$ cat src/rtl/spi_apb_cfg_master.sv
`default_nettype none
// ============================================================================
// Module      : spi_apb_cfg_master
// Description : Valid/ready to APB3 initiator for the SPI master register
//               block, with PREADY wait-state watchdog.
// Revision    : 1.0 - initial release
// ============================================================================
module spi_apb_cfg_master #(
  parameter int APB_ADDR_WIDTH = 12,
  parameter int TIMEOUT_CYCLES = 256,
  parameter int TO_CNT_WIDTH   = 9
) (
  input  logic                      HCLK,
  input  logic                      HRESET,
  input  logic                      req_valid,
  output logic                      req_ready,
  input  logic [APB_ADDR_WIDTH-1:0] req_addr,
  input  logic                      req_write,
  input  logic [31:0]               req_wdata,
  output logic                      rsp_valid,
  input  logic                      rsp_ready,
  output logic [31:0]               rsp_rdata,
  output logic                      rsp_err,
  output logic                      rsp_timeout,
  output logic [APB_ADDR_WIDTH-1:0] PADDR,
  output logic [31:0]               PWDATA,
  output logic                      PWRITE,
  output logic                      PSEL,
  output logic                      PENABLE,
  input  logic [31:0]               PRDATA,
  input  logic                      PREADY,
  input  logic                      PSLVERR
);

  typedef enum logic [1:0] {
    S_IDLE   = 2'd0,
    S_SETUP  = 2'd1,
    S_ACCESS = 2'd2,
    S_RESP   = 2'd3
  } state_t;

  localparam bit c_TO_EN = (TIMEOUT_CYCLES != 0);
  localparam logic [TO_CNT_WIDTH-1:0] c_TO_LAST =
    (TIMEOUT_CYCLES == 0) ? '0 : TO_CNT_WIDTH'(TIMEOUT_CYCLES - 1);

  state_t                      r_state;
  state_t                      w_next;
  logic [TO_CNT_WIDTH-1:0]     r_to_cnt;
  logic [APB_ADDR_WIDTH-1:0]   r_paddr;
  logic [31:0]                 r_pwdata;
  logic                        r_pwrite;
  logic [31:0]                 r_rsp_rdata;
  logic                        r_rsp_err;
  logic                        r_rsp_timeout;
  logic                        w_timeout;
  logic                        w_unused_addr;

  // Word-aligned bus: the byte-offset bits never reach PADDR.
  assign w_unused_addr = ^req_addr[1:0];

  assign w_timeout = c_TO_EN && (r_to_cnt == c_TO_LAST);

  always_comb begin
    w_next = r_state;
    case (r_state)
      S_IDLE:   if (req_valid) w_next = S_SETUP;
      S_SETUP:  w_next = S_ACCESS;
      S_ACCESS: if (PREADY || w_timeout) w_next = S_RESP;
      S_RESP:   if (rsp_ready) w_next = S_IDLE;
      default:  w_next = S_IDLE;
    endcase
  end

  always_ff @(posedge HCLK) begin
    if (HRESET) begin
      r_state <= S_IDLE;
    end else begin
      r_state <= w_next;
    end
  end

  always_ff @(posedge HCLK) begin
    if (HRESET) begin
      r_to_cnt      <= '0;
      r_paddr       <= '0;
      r_pwdata      <= '0;
      r_pwrite      <= 1'b0;
      r_rsp_rdata   <= '0;
      r_rsp_err     <= 1'b0;
      r_rsp_timeout <= 1'b0;
    end else begin
      case (r_state)
        S_IDLE: begin
          if (req_valid) begin
            r_paddr  <= {req_addr[APB_ADDR_WIDTH-1:2], 2'b00};
            r_pwdata <= req_wdata;
            r_pwrite <= req_write;
          end
        end
        S_SETUP: r_to_cnt <= '0;
        S_ACCESS: begin
          // PREADY takes priority over a watchdog expiry on the same cycle.
          if (PREADY) begin
            r_rsp_rdata   <= r_pwrite ? 32'h0 : PRDATA;
            r_rsp_err     <= PSLVERR;
            r_rsp_timeout <= 1'b0;
          end else if (w_timeout) begin
            r_rsp_rdata   <= 32'h0;
            r_rsp_err     <= 1'b1;
            r_rsp_timeout <= 1'b1;
          end else if (r_to_cnt != '1) begin
            r_to_cnt <= r_to_cnt + 1'b1;
          end
        end
        default: ;
      endcase
    end
  end

  assign req_ready   = (r_state == S_IDLE);
  assign PSEL        = (r_state == S_SETUP) || (r_state == S_ACCESS);
  assign PENABLE     = (r_state == S_ACCESS);
  assign rsp_valid   = (r_state == S_RESP);
  assign PADDR       = r_paddr;
  assign PWDATA      = r_pwdata;
  assign PWRITE      = r_pwrite;
  assign rsp_rdata   = r_rsp_rdata;
  assign rsp_err     = r_rsp_err;
  assign rsp_timeout = r_rsp_timeout;

endmodule
`default_nettype wire

$ cat config.mk
export PLATFORM = sky130hd
export DESIGN_NAME = spi_apb_cfg_master
export DESIGN_NICKNAME = d
export VERILOG_FILES = /design/src/rtl/spi_apb_cfg_master.sv
export SDC_FILE = /design/constraint.sdc
export NUM_CORES = 1
export LEC_CHECK = 0
export BUFFER_PORTS_ARGS = -buffer_cell sky130_fd_sc_hd__buf_2
export CORE_ASPECT_RATIO = 1.2
export CORE_MARGIN = 2
export CORE_UTILIZATION = 32
export CTS_CLUSTER_SIZE = 14
export DETAILED_ROUTE_END_ITERATION = 7
export HOLD_SLACK_MARGIN = 0.15
export PLACE_DENSITY = 0.58
export SYNTH_ARGS = -nofsm -noshare
export SYNTH_HDL_FRONTEND = slang
export SYNTH_SLANG_ARGS = --single-unit
$ cat constraint.sdc
create_clock -name HCLK -period 2.3 [get_ports HCLK]
set_input_delay 0.46 -clock HCLK [delete_from_list [all_inputs] [get_ports HCLK]]
set_output_delay 0.46 -clock HCLK [all_outputs]
set_load 0.01 [all_outputs]
==> metrics.md <==
| Metric | Value |
|---|---|
| CP arrival | ~2.4 ns |
| Drt first pass iters | 4 |
| GRT Total Usage | between 10% and 20% |
| Fin. Hold Viols | 0 |
| Worst setup SP type | flop |
| Combinational share of power | roughly 28% |
| Chip height | 115.7 um |
| Max rail drop VDD | ~570 uV |
| RSZ-0062 raised after global routing | false |
| Syn Inst Count | 387 |
| Largest fanout on the critical path | 12 |
| Crit end category | flop |
| Fin. max-slew vios | 0 |
| Pint | between 3 and 4 mW |
| Clock power frac | approximately a third |
| Setup TNS Final | 0 ns |
| Seq pwr share | between 40% and 50% |
| Status | complete, no violations |
| Worst slew margin | approximately 60% |
| Commonest cells after routing, fill and taps aside | 161 x buf_2, 90 x nand2_1, 88 x dfxtp_1, 51 x a21oi_1, 34 x nor2_1 |
| CTS root buffer | clkbuf_16 |
| DRT Wirelength | roughly 8600 um |
| Final Power | between 4 and 5 mW |
| CTS resizes | 0 |
| Synth warn | 0 |
| Ys async rst share | 0% |
| Leakage power total | about 2.1 nW |
| Initial core utilization | around 33% |
| Util after Layout | 44.83% |
| Worst-Margin Slew | 0.5938 ns |
| Ant diodes | 0 |
| CTS Buf Count | 9 |
| Number of global-route vias before repair | approximately 3000 |
| Syn-to-layout area delta | 35.44% |
| Initial DRC Count | just over 90 |
| Max Freq | between 400 and 500 MHz |
| Switching share of power | 32.71% |
| Congestion Overflow GR | 0 |
| Io pins | between 150 and 200 |
| Clock Latency Late Sink | ~0.34 ns |
| Via density | approximately 4.7 |
| Clock buffer depth | 2 |
| Setup violations, final | 0 |
| CTS tree | built |
| Clock sink count | just under 90 |
| Worst-path clk slew | about 0.060 ns |
| IO Port Bufs | about 160 |
| CORE AREA | approximately 0.010 mm2 |
| Hold Path Class | input pin to flop |
| Critical path type | flop to flop |
| First-pass GRT wire length | around 14000 um |
| Via count | 3127 |
| Min cycle time layout | around 2.1 ns |
| Placer's final routability congestion estimate | between 0.7 and 0.8 |
| Fin crit share | 93.09% |
| R2R setup slack | around 0.16 ns |
| Drt wl/cell | ~13 um |
| DPL Wire Length | between 6000 and 7000 um |
| Die area | approximately 0.011 mm2 |
| Total power density per cell area | 1030 mW/mm2 |
| Row count | 40 |
| Layout cells sized above 1 | between 30% and 40% |
| Max-Cap Viols | 0 |
| Switching power | 1.519 mW |
| Setup bufs post-CTS | 0 |
| Ys flop type | dfxtp_1 |
| Initial antenna violation count | 0 |
| Cell taking the most area after synthesis | dfxtp_1 |
| Yosys cell types | 33 |
| Final Skew | just over 0.006 ns |
| Nets@finish | ~630 |
| H-tree depth | 3 |
| # DRC | 0 |
| Synthesis-stage register bit count | approximately 90 |
| Top-area cell type share of the netlist area | between 50% and 60% |
| Die width | 97.12 um |
| Antenna-violating nets left | 0 |
| CTS Hold Bufs | 0 |
| EDFF count, synth | 0 |
| FILL cells | 1053 |
| WP data required | 2.56 ns |
| Syn Std Cell Area | roughly 0.0033 mm2 |
| Sequential share of the synthesized area | ~53% |
| Most common cell after layout, fill and taps aside | buf_2 |
| Area contributors post-synth | dfxtp_1 53%, nand2_1 10%, a21oi_1 7.7%, a22oi_1 7.2%, nor2_1 3.8% |
| Pin count of the biggest net entering global routing | 44 |
| Syn_area_per_cell | ~8.6 um2 |
[state kept, by name, summed over array words and instances, names as in the netlist]
signal       cells
r_state          2
rsp_err          1
PADDR           10
PWDATA          32
PWRITE           1
rsp_rdata       32
r_to_cnt         9
rsp_timeout      1
[cell usage after synthesis (2+ instances only)]
cell / number
nand3b_1: 5
a211oi_1: 2
a211oi_2: 2
inv_1: 4
nor2_1: 34
a21oi_1: 51
nor3_1: 2
nand3_1: 7
or2_0: 2
dfxtp_1: 88
or3b_1: 2
clkbuf_1: 25
nand4_1: 2
nand2_1: 90
buf_2: 3
nand2b_1: 4
mux2i_1: 5
a22oi_1: 32
buf_4: 3
ha_1: 7
or3b_2: 5
[final timing paths]
kind                 startpoint     endpoint  depth (start not counted)
setup / recovery    r_to_cnt[0]  r_to_cnt[5]                          7
hold / removal    req_wdata[24]   PWDATA[24]                          3
setup reg to reg    r_to_cnt[0]  r_to_cnt[5]                          7
hold reg to reg      PWDATA[13]   PWDATA[13]                          2
[worst max-delay path, cell delays in order, from the launching register on]
cell and delay [ns]:
dfxtp_1 0.34, ha_1 0.26, nand3_1 0.10, nor2_1 0.06, ha_1 0.24, or4b_4 0.59
a211oi_1 0.28, mux2i_1 0.21
[final cells by class]
cell class,count,area (um2),area share [%]
Inverter,4,15.01,0.3330
Sequential cell,88,1762,39.07
Tap cell,126,157.7,3.496
Multi-Input combinational cell,264,1419,31.47
Timing Repair Buffer,168,858.3,19.03
Clock inverter,6,68.82,1.526
Clock buffer,10,229.0,5.078
[power groups by stage]
stage	clock network, mW	logic, mW	registers (mW)
2_1_floorplan	0	0.768	2.00
3_3_place_gp	0	1.31	1.89
3_5_place_dp	0	1.33	1.90
4_1_cts	1.51	1.33	1.87
5_1_grt	1.57	1.48	1.90
6_report	1.46	1.31	1.87
[cells by family (layout without fill, tap and decap cells)]
kind of cell	Yosys count	in the layout	share of synthesized area, %
fa+ha+maj	7	7	2.630
mux	5	5	1.503
flops	88	88	52.91
buf+inv	36	188	4.735
compound gates	91	91	16.84
other cells	1	2	0.1126
simple gates	159	159	21.27
[stage by stage]
step	cells	hold WS (ns)	worst slack [ns]	area (um2)
6_report	666	0.3576	0.1590	4509
5_1_grt	666	0.3569	0.009029	4509
4_1_cts	666	0.3441	0.05653	4508
3_5_place_dp	650	0.4434	0.07102	4210
3_3_place_gp	650	0.4392	0.1290	4210
2_1_floorplan	388	0.4647	0.3456	3333
[routing by layer]
layer  share of wire (%)  vias to the layer above  GRT usage [%]
li1                    -                     1597              -
met1                  44                     1405          19.17
met2                  46                      114          25.00
met3                 7.8                       11          5.247
met4                 1.8                        0          6.103
met5                   0                        -              0
No activity file was read; power rests on OpenSTA's default activity.
